`src/rtl/bcd_pkg.sv`:
```
// Shared BCD definitions: display code points, conversion FSM states and the
// double-dabble digit correction.
package bcd_pkg;

    localparam logic [3:0] BCD_MINUS = 4'hA;
    localparam logic [3:0] BCD_BLANK = 4'hF;

    typedef enum logic [1:0] {IDLE, SHIFT, DONE} state_t;

    // A digit of 5 or more would exceed 9 once doubled, so pre-add 3.
    function automatic logic [3:0] dd_adjust(input logic [3:0] nibble);
        return (nibble >= 4'd5) ? nibble + 4'd3 : nibble;
    endfunction

endpackage

```
`src/rtl/bcd_window_mux.sv`:
```
// Selects DISP_DIGITS consecutive digits of the committed BCD result,
// starting at digit win_off, for the seven-segment multiplexer.
module bcd_window_mux #(
    parameter int unsigned DIGITS      = 5,
    parameter int unsigned DISP_DIGITS = 4,
    parameter int unsigned OFF_W       = 2
) (
    input  logic [4*(DIGITS+1)-1:0] bcd,
    input  logic [OFF_W-1:0]        win_off,
    output logic [4*DISP_DIGITS-1:0] disp
);

    always_comb begin
        disp = '0;
        for (int i = 0; i < int'(DISP_DIGITS); i++) begin
            disp[4*i +: 4] = bcd[4*(int'(win_off) + i) +: 4];
        end
    end

endmodule

```
`src/rtl/bin_to_bcd_seq.sv`:
```
// Iterative binary-to-BCD converter (one bit per clock) with a registered signed
// result and a saturating scroll window over the digits.
module bin_to_bcd_seq
    import bcd_pkg::*;
#(
    parameter int unsigned BIN_W       = 16,
    parameter int unsigned DIGITS      = 5,
    parameter int unsigned DISP_DIGITS = 4,
    localparam int unsigned MAX_OFF    = DIGITS + 1 - DISP_DIGITS,
    localparam int unsigned OFF_W      = (MAX_OFF > 0) ? $clog2(MAX_OFF + 1) : 1
) (
    input  logic                      clk,
    input  logic                      rst,
    input  logic                      start,
    input  logic [BIN_W-1:0]          bin_in,
    input  logic                      sign_neg,
    input  logic                      scroll_up,
    input  logic                      scroll_dn,
    output logic                      busy,
    output logic                      done,
    output logic [4*(DIGITS+1)-1:0]   bcd_out,
    output logic [4*DISP_DIGITS-1:0]  disp_out,
    output logic [OFF_W-1:0]          win_off
);

    localparam int unsigned CNT_W = $clog2(BIN_W + 1);

    state_t                 state;
    logic [CNT_W-1:0]       cnt;
    logic [BIN_W-1:0]       bin_sr;
    logic [4*DIGITS-1:0]    bcd_sr;
    logic [4*DIGITS-1:0]    bcd_adj;
    logic                   sign_q;

    always_comb begin
        bcd_adj = '0;
        for (int i = 0; i < int'(DIGITS); i++) begin
            bcd_adj[4*i +: 4] = dd_adjust(bcd_sr[4*i +: 4]);
        end
    end

    // bcd_out is written only in DONE, so a running conversion never disturbs it.
    always_ff @(posedge clk or posedge rst) begin
        if (rst) begin
            state   <= IDLE;
            cnt     <= '0;
            bin_sr  <= '0;
            bcd_sr  <= '0;
            sign_q  <= 1'b0;
            busy    <= 1'b0;
            done    <= 1'b0;
            bcd_out <= {BCD_BLANK, {(4*DIGITS){1'b0}}};
        end else begin
            done <= 1'b0;
            case (state)
                IDLE: begin
                    if (start) begin
                        bin_sr <= bin_in;
                        sign_q <= sign_neg;
                        bcd_sr <= '0;
                        cnt    <= '0;
                        busy   <= 1'b1;
                        state  <= SHIFT;
                    end
                end
                SHIFT: begin
                    bcd_sr <= {bcd_adj[4*DIGITS-2:0], bin_sr[BIN_W-1]};
                    bin_sr <= {bin_sr[BIN_W-2:0], 1'b0};
                    cnt    <= cnt + 1'b1;
                    if (cnt == CNT_W'(BIN_W - 1)) begin
                        state <= DONE;
                    end
                end
                DONE: begin
                    // Negative zero shows a blank sign.
                    bcd_out <= {(sign_q && (bcd_sr != '0)) ? BCD_MINUS : BCD_BLANK, bcd_sr};
                    done    <= 1'b1;
                    busy    <= 1'b0;
                    state   <= IDLE;
                end
                default: begin
                    busy  <= 1'b0;
                    state <= IDLE;
                end
            endcase
        end
    end

    always_ff @(posedge clk or posedge rst) begin
        if (rst) begin
            win_off <= '0;
        end else if (scroll_up && !scroll_dn && (win_off != OFF_W'(MAX_OFF))) begin
            win_off <= win_off + 1'b1;
        end else if (scroll_dn && !scroll_up && (win_off != '0)) begin
            win_off <= win_off - 1'b1;
        end
    end

    bcd_window_mux #(
        .DIGITS      (DIGITS),
        .DISP_DIGITS (DISP_DIGITS),
        .OFF_W       (OFF_W)
    ) u_window_mux (
        .bcd     (bcd_out),
        .win_off (win_off),
        .disp    (disp_out)
    );

endmodule

```
`config.mk`:
```
export PLATFORM = sky130hd
export DESIGN_NAME = bin_to_bcd_seq
export DESIGN_NICKNAME = d
export VERILOG_FILES = /design/src/rtl/bcd_pkg.sv /design/src/rtl/bcd_window_mux.sv /design/src/rtl/bin_to_bcd_seq.sv
export SDC_FILE = /design/constraint.sdc
export NUM_CORES = 1
export LEC_CHECK = 0
export CAP_MARGIN = 10
export CORE_AREA = 4 4 79 99
export CTS_CLUSTER_SIZE = 10
export DETAILED_ROUTE_END_ITERATION = 8
export DIE_AREA = 0 0 83 103
export PLACE_DENSITY = 0.78
export SKIP_LAST_GASP = 1
export SYNTH_ARGS = -nofsm -noshare
export SYNTH_HDL_FRONTEND = slang
export SYNTH_HIERARCHICAL = 1
export SYNTH_SLANG_ARGS = --single-unit
```
`constraint.sdc`:
```
create_clock -name clk -period 7.8 [get_ports clk]
set_clock_uncertainty 0.05 [all_clocks]
set_input_delay 2.34 -clock clk [delete_from_list [all_inputs] [get_ports clk]]
set_output_delay 2.34 -clock clk [all_outputs]
set_load 0.05 [all_outputs]
```
# [Word-level counts from Yosys, hierarchy flattened]
# Index checks and enable logic that the tools add are counted.
[word_totals] in_bits=22 ff_bits=72
[op_classes] shift=4 addsub=11 order_cmp=5 eq_ne=6 mux=20 bitwise=1 reduce_logical=16
[ops] operator="$shiftx A24 B32 Y4" n=3
[ops] operator="$pmux W20 S2" n=1
[ops] operator="$pmux W16 S2" n=1
[ops] operator="$shiftx A24 B5 Y4" n=1
[ops] operator="$ge A4 B3 Y1 const B" n=5
[ops] operator="$mux W20" n=1
[ops] operator="$reduce_bool A20 Y1" n=1
[ops] operator="$add A4 B2 Y4 const B" n=4
[ops] operator="$mux W16" n=1
[ops] operator="$mux W4" n=4
[ops] operator="$pmux W5 S2" n=1
[ops] operator="$mux W2" n=4
[ops] operator="$reduce_and A2 Y1" n=4
[ops] operator="$add A2 B2 Y3 const B" n=2
[ops] operator="$mux W3" n=2
[ops] operator="$ne A2 B2 Y1 const B" n=3
[ops] operator="$reduce_bool A2 Y1" n=3
[ops] operator="$add A5 B1 Y5 const B" n=1
[ops] operator="$eq A5 B4 Y1 const B" n=1
[ops] operator="$logic_and A1 B1 Y1" n=5
[ops] operator="$mux W5" n=1
[ops] operator="$pmux W2 S2" n=1
[ops] operator="$add A2 B1 Y3 const B" n=1
[ops] operator="$add A3 B2 Y3 const B" n=1
[ops] operator="9 further kinds" n=11

# [Depth between registers and ports, before layout]
[depth] depth_word=5 depth_mapped=6 depth_no_buf=6

# [By module]
# Netlist, hierarchy kept.
[by_module_without_submodules] mod="bin_to_bcd_seq" n_inst=1 cells_each=337 area_per_inst_um2=3347.0
[by_module_without_submodules] mod="bcd_window_mux" n_inst=1 cells_each=37 area_per_inst_um2=367.9

# [Least setup slack after synthesis]
# OpenSTA, ideal clock, no wires.
[synth_path] path_type="register -> output" start="reg win_off[0]" end="out disp_out[10]" path_stages_with_launch=4 t_required_ns=5.410 path_buffers=2 t_arrival_ns=2.052 setup_slack_ns=3.358 path_cell_list="dfrtp_1 -> buf_2 -> buf_4 -> mux2i_1"
[synth_between] elab_chain_len=2
[synth_rtl] element="from (decl)" line="bin_to_bcd_seq.sv:23" rtl="output logic [OFF_W-1:0] win_off"
[synth_rtl] element="from (signal assigned)" line="bin_to_bcd_seq.sv:93" rtl="win_off <= win_off + 1'b1;"
[synth_rtl] element="from (signal assigned)" line="bin_to_bcd_seq.sv:95" rtl="win_off <= win_off - 1'b1;"
[synth_rtl] element="$add A2 B2 Y3" line="bcd_window_mux.sv:16" rtl="disp[4*i +: 4] = bcd[4*(int'(win_off) + i) +: 4];"
[synth_rtl] element="$shiftx A24 B32 Y4" line="bcd_window_mux.sv:16"
[synth_rtl] element="to (decl)" line="bin_to_bcd_seq.sv:22" rtl="output logic [4*DISP_DIGITS-1:0] disp_out,"
# Every way passes these cells.

# [Worst setup path in the final report]
[layout_path] start="reg win_off[1]" end="out disp_out[8]"
# Same word-level chain as after synthesis.

==> metrics <==
post-route minimum period 4.99 ns; Fmax about 200 MHz; Max clock buf depth 2; status finished, final reports clean; cell mode on critical path mux2i_1; post_cts resized 0; final setup fails 0; Post-CTS Hold Fix Bufs 0; die width a little over 80 um; Worst Max-Slew Pin Slew 0.973 ns; n_diodes 0; Worst Setup End Kind primary output; Top Family by Delay on Critical Path flip-flops; crit path DAT roughly 2.6 ns; largest net degree at the start of global routing 70; vias in the first global route between 2,000 and 3,000; Hold Startpoint sign_q; Synth area leaders dfrtp_1, mux2i_1, ha_1; initial antenna violation count 0; iteration count of the initial detailed-routing pass 4; Worst VDD drop roughly 0.00028 V; CTS Root Cell clkbuf_8; Worst Slack Setup Final 2.81 ns; Vias about 3,000; RSZ-0062 raised after global routing false; gpl congestion about 0.86; P&R area growth vs syn 22.7%; first-pass GRT wire length 13.8 mm; Seq/Total Area, Yosys between 40 and 50%; Critical Path Fanout Max 23; Clock Latency Late Sink ~0.35 ns; Detail Placement HPWL approximately 5.7 mm; Final Cycle Share between 60% and 70%; Yosys top cell by area dfrtp_1; Reg-to-Reg End bcd_out[11]; top cells by count, synth dfrtp_1, nand2_1, mux2i_1; Leakage ~2.0 nW; H-Tree Depth 3; Synth Flop Type dfrtp_1; I/O pin total 66; DR WL/cell 15.5 um; final max-slew violation count 0; PwrDens around 410 nW/um^2; setup bufs post-CTS 0; GRT Util Overall between 10% and 20%; maxcap violations 0; Final Hold Viols 0; Hold Path Depth 1; Netlist Area Pre-Place 3710 sq um; Synth Register Bits 69; via-per-instance ratio ~5.7; initial DRC count between 150 and 200; r2r worst-path depth 5; Gate Count Post-Synth 374; RR Startpoint state[0]; worst hold slack 0.417 ns; Buf/Inv on CP 1; Num CTS Buffers 9; post-synth cell types 43; Max stage delay on crit path between 0.9 and 1 ns; WS Path Type register to primary output; Die ar. 8550 sq um; clock-pin slew on the worst setup and hold paths 0.08 ns; placed cell areas about 4300 sq um; Post-Syn Area per Cell 9.93 sq um; I/O Buffers 63; pre-CTS WS around 3.2 ns; Rows 34; starting density of the core between 50% and 60%; grt ovf 0; # DRC 0; Critical Path RT 5.41 ns; Hold EP bcd_out[20]; top-count cell post-synth dfrtp_1; crit path cell chain mux2i_1, mux2i_1, clkdlybuf4s50_1; nets about 470; slowest CP cell dfrtp_1; TNS Setup 0 ns; Slew HR about a third; FFs w/ async S/R, synth 100%; Pwr Total about 1.9 mW; Worst Hold Class register to register; yosys warns 6; number of synthesized flops with an enable pin 0; CP Launch Type register; Core Region about 6900 sq um; # clock sinks 69; Routed WL 8.14 mm; Die H roughly 100 um; cell area after layout between 4000 and 5000 sq um; layout cells sized above 1 roughly 5.3%; DRT antenna net count 0; post-synth top area share a little under half; FF-to-FF setup slack around 5.3 ns; CTS tree done
[through the flow]
stage                     util, %  std cells
after floorplan                 -        377
after global placement       62.8        507
after detailed placement     62.8        507
after CTS                    66.0        523
after global routing         66.1        524
final                        66.1        524
[final cells by class]
type | count | area, sq um
clock buffers | 11 | 141
clock inverters | 5 | 83.8
fillers | 575 | 2330
inverters | 14 | 52.6
multi-input cells | 269 | 1790
flip-flops and latches | 69 | 1730
well taps | 90 | 113
repair buffers | 66 | 653
[layer usage]
metal,GRT usage [%],up-vias,share of wire [%]
li1,-,1425,-
met1,24.1,1448,44
met2,34.8,75,50
met3,3.28,15,4.0
met4,9.69,0,1.9
met5,0,-,0
[registers in the layout, indices dropped and copies added (netlist names), 2 cells and up]
signal,cells
win_off,2
bcd_out,21
bin_sr,16
state,2
bcd_sr,20
cnt,5
[worst reg2reg max path, stage by stage (launching register included)]
cell,delay (ns)
dfrtp_1,0.76
inv_1,0.26
nand2_1,0.71
inv_1,0.40
nand2_1,0.17
nand2_1,0.06
[worst max path at each step]
stage / start / endpoint / slack (ns) / depth (start not counted)
floorplan: win_off[0] / disp_out[10] / 3.36 / 3
global placement: win_off[1] / disp_out[5] / 3.25 / 3
detailed placement: win_off[1] / disp_out[8] / 3.20 / 3
CTS: win_off[1] / disp_out[8] / 2.81 / 3
global route: win_off[1] / disp_out[0] / 2.71 / 3
finish: win_off[1] / disp_out[8] / 2.81 / 3
[cells by family (layout without fill, tap and decap cells)]
kind of cell | count (synthesis) | after routing | synth area share (%)
compound gates | 111 | 111 | 18.5
simple gates | 98 | 98 | 13.2
flops | 69 | 69 | 46.5
buf+inv | 39 | 96 | 5.69
mux | 34 | 34 | 9.20
fa+ha+maj | 16 | 16 | 5.39
xor+xnor | 6 | 6 | 1.41
other cells | 1 | 4 | 0.101
[power by group]
part / leakage (nW) / switching, mW / internal [mW]
Clock: 0.106 / 0.137 / 0.189
Combinational: 1.01 / 0.518 / 0.380
Sequential: 0.900 / 0.176 / 0.487
Total: 2.02 / 0.832 / 1.06
[cells in the final DEF (no fill, tap or decap), drive strengths merged, types with 11 or more instances in the layout]
cell,count
o21ai,36
nand2,47
a22oi,15
nor2b,15
ha,16
dfrtp,68
inv,14
mux2i,33
a21oi,28
clkbuf,11
clkdlybuf4s50,63
No activity file was read; power rests on OpenSTA's default activity.
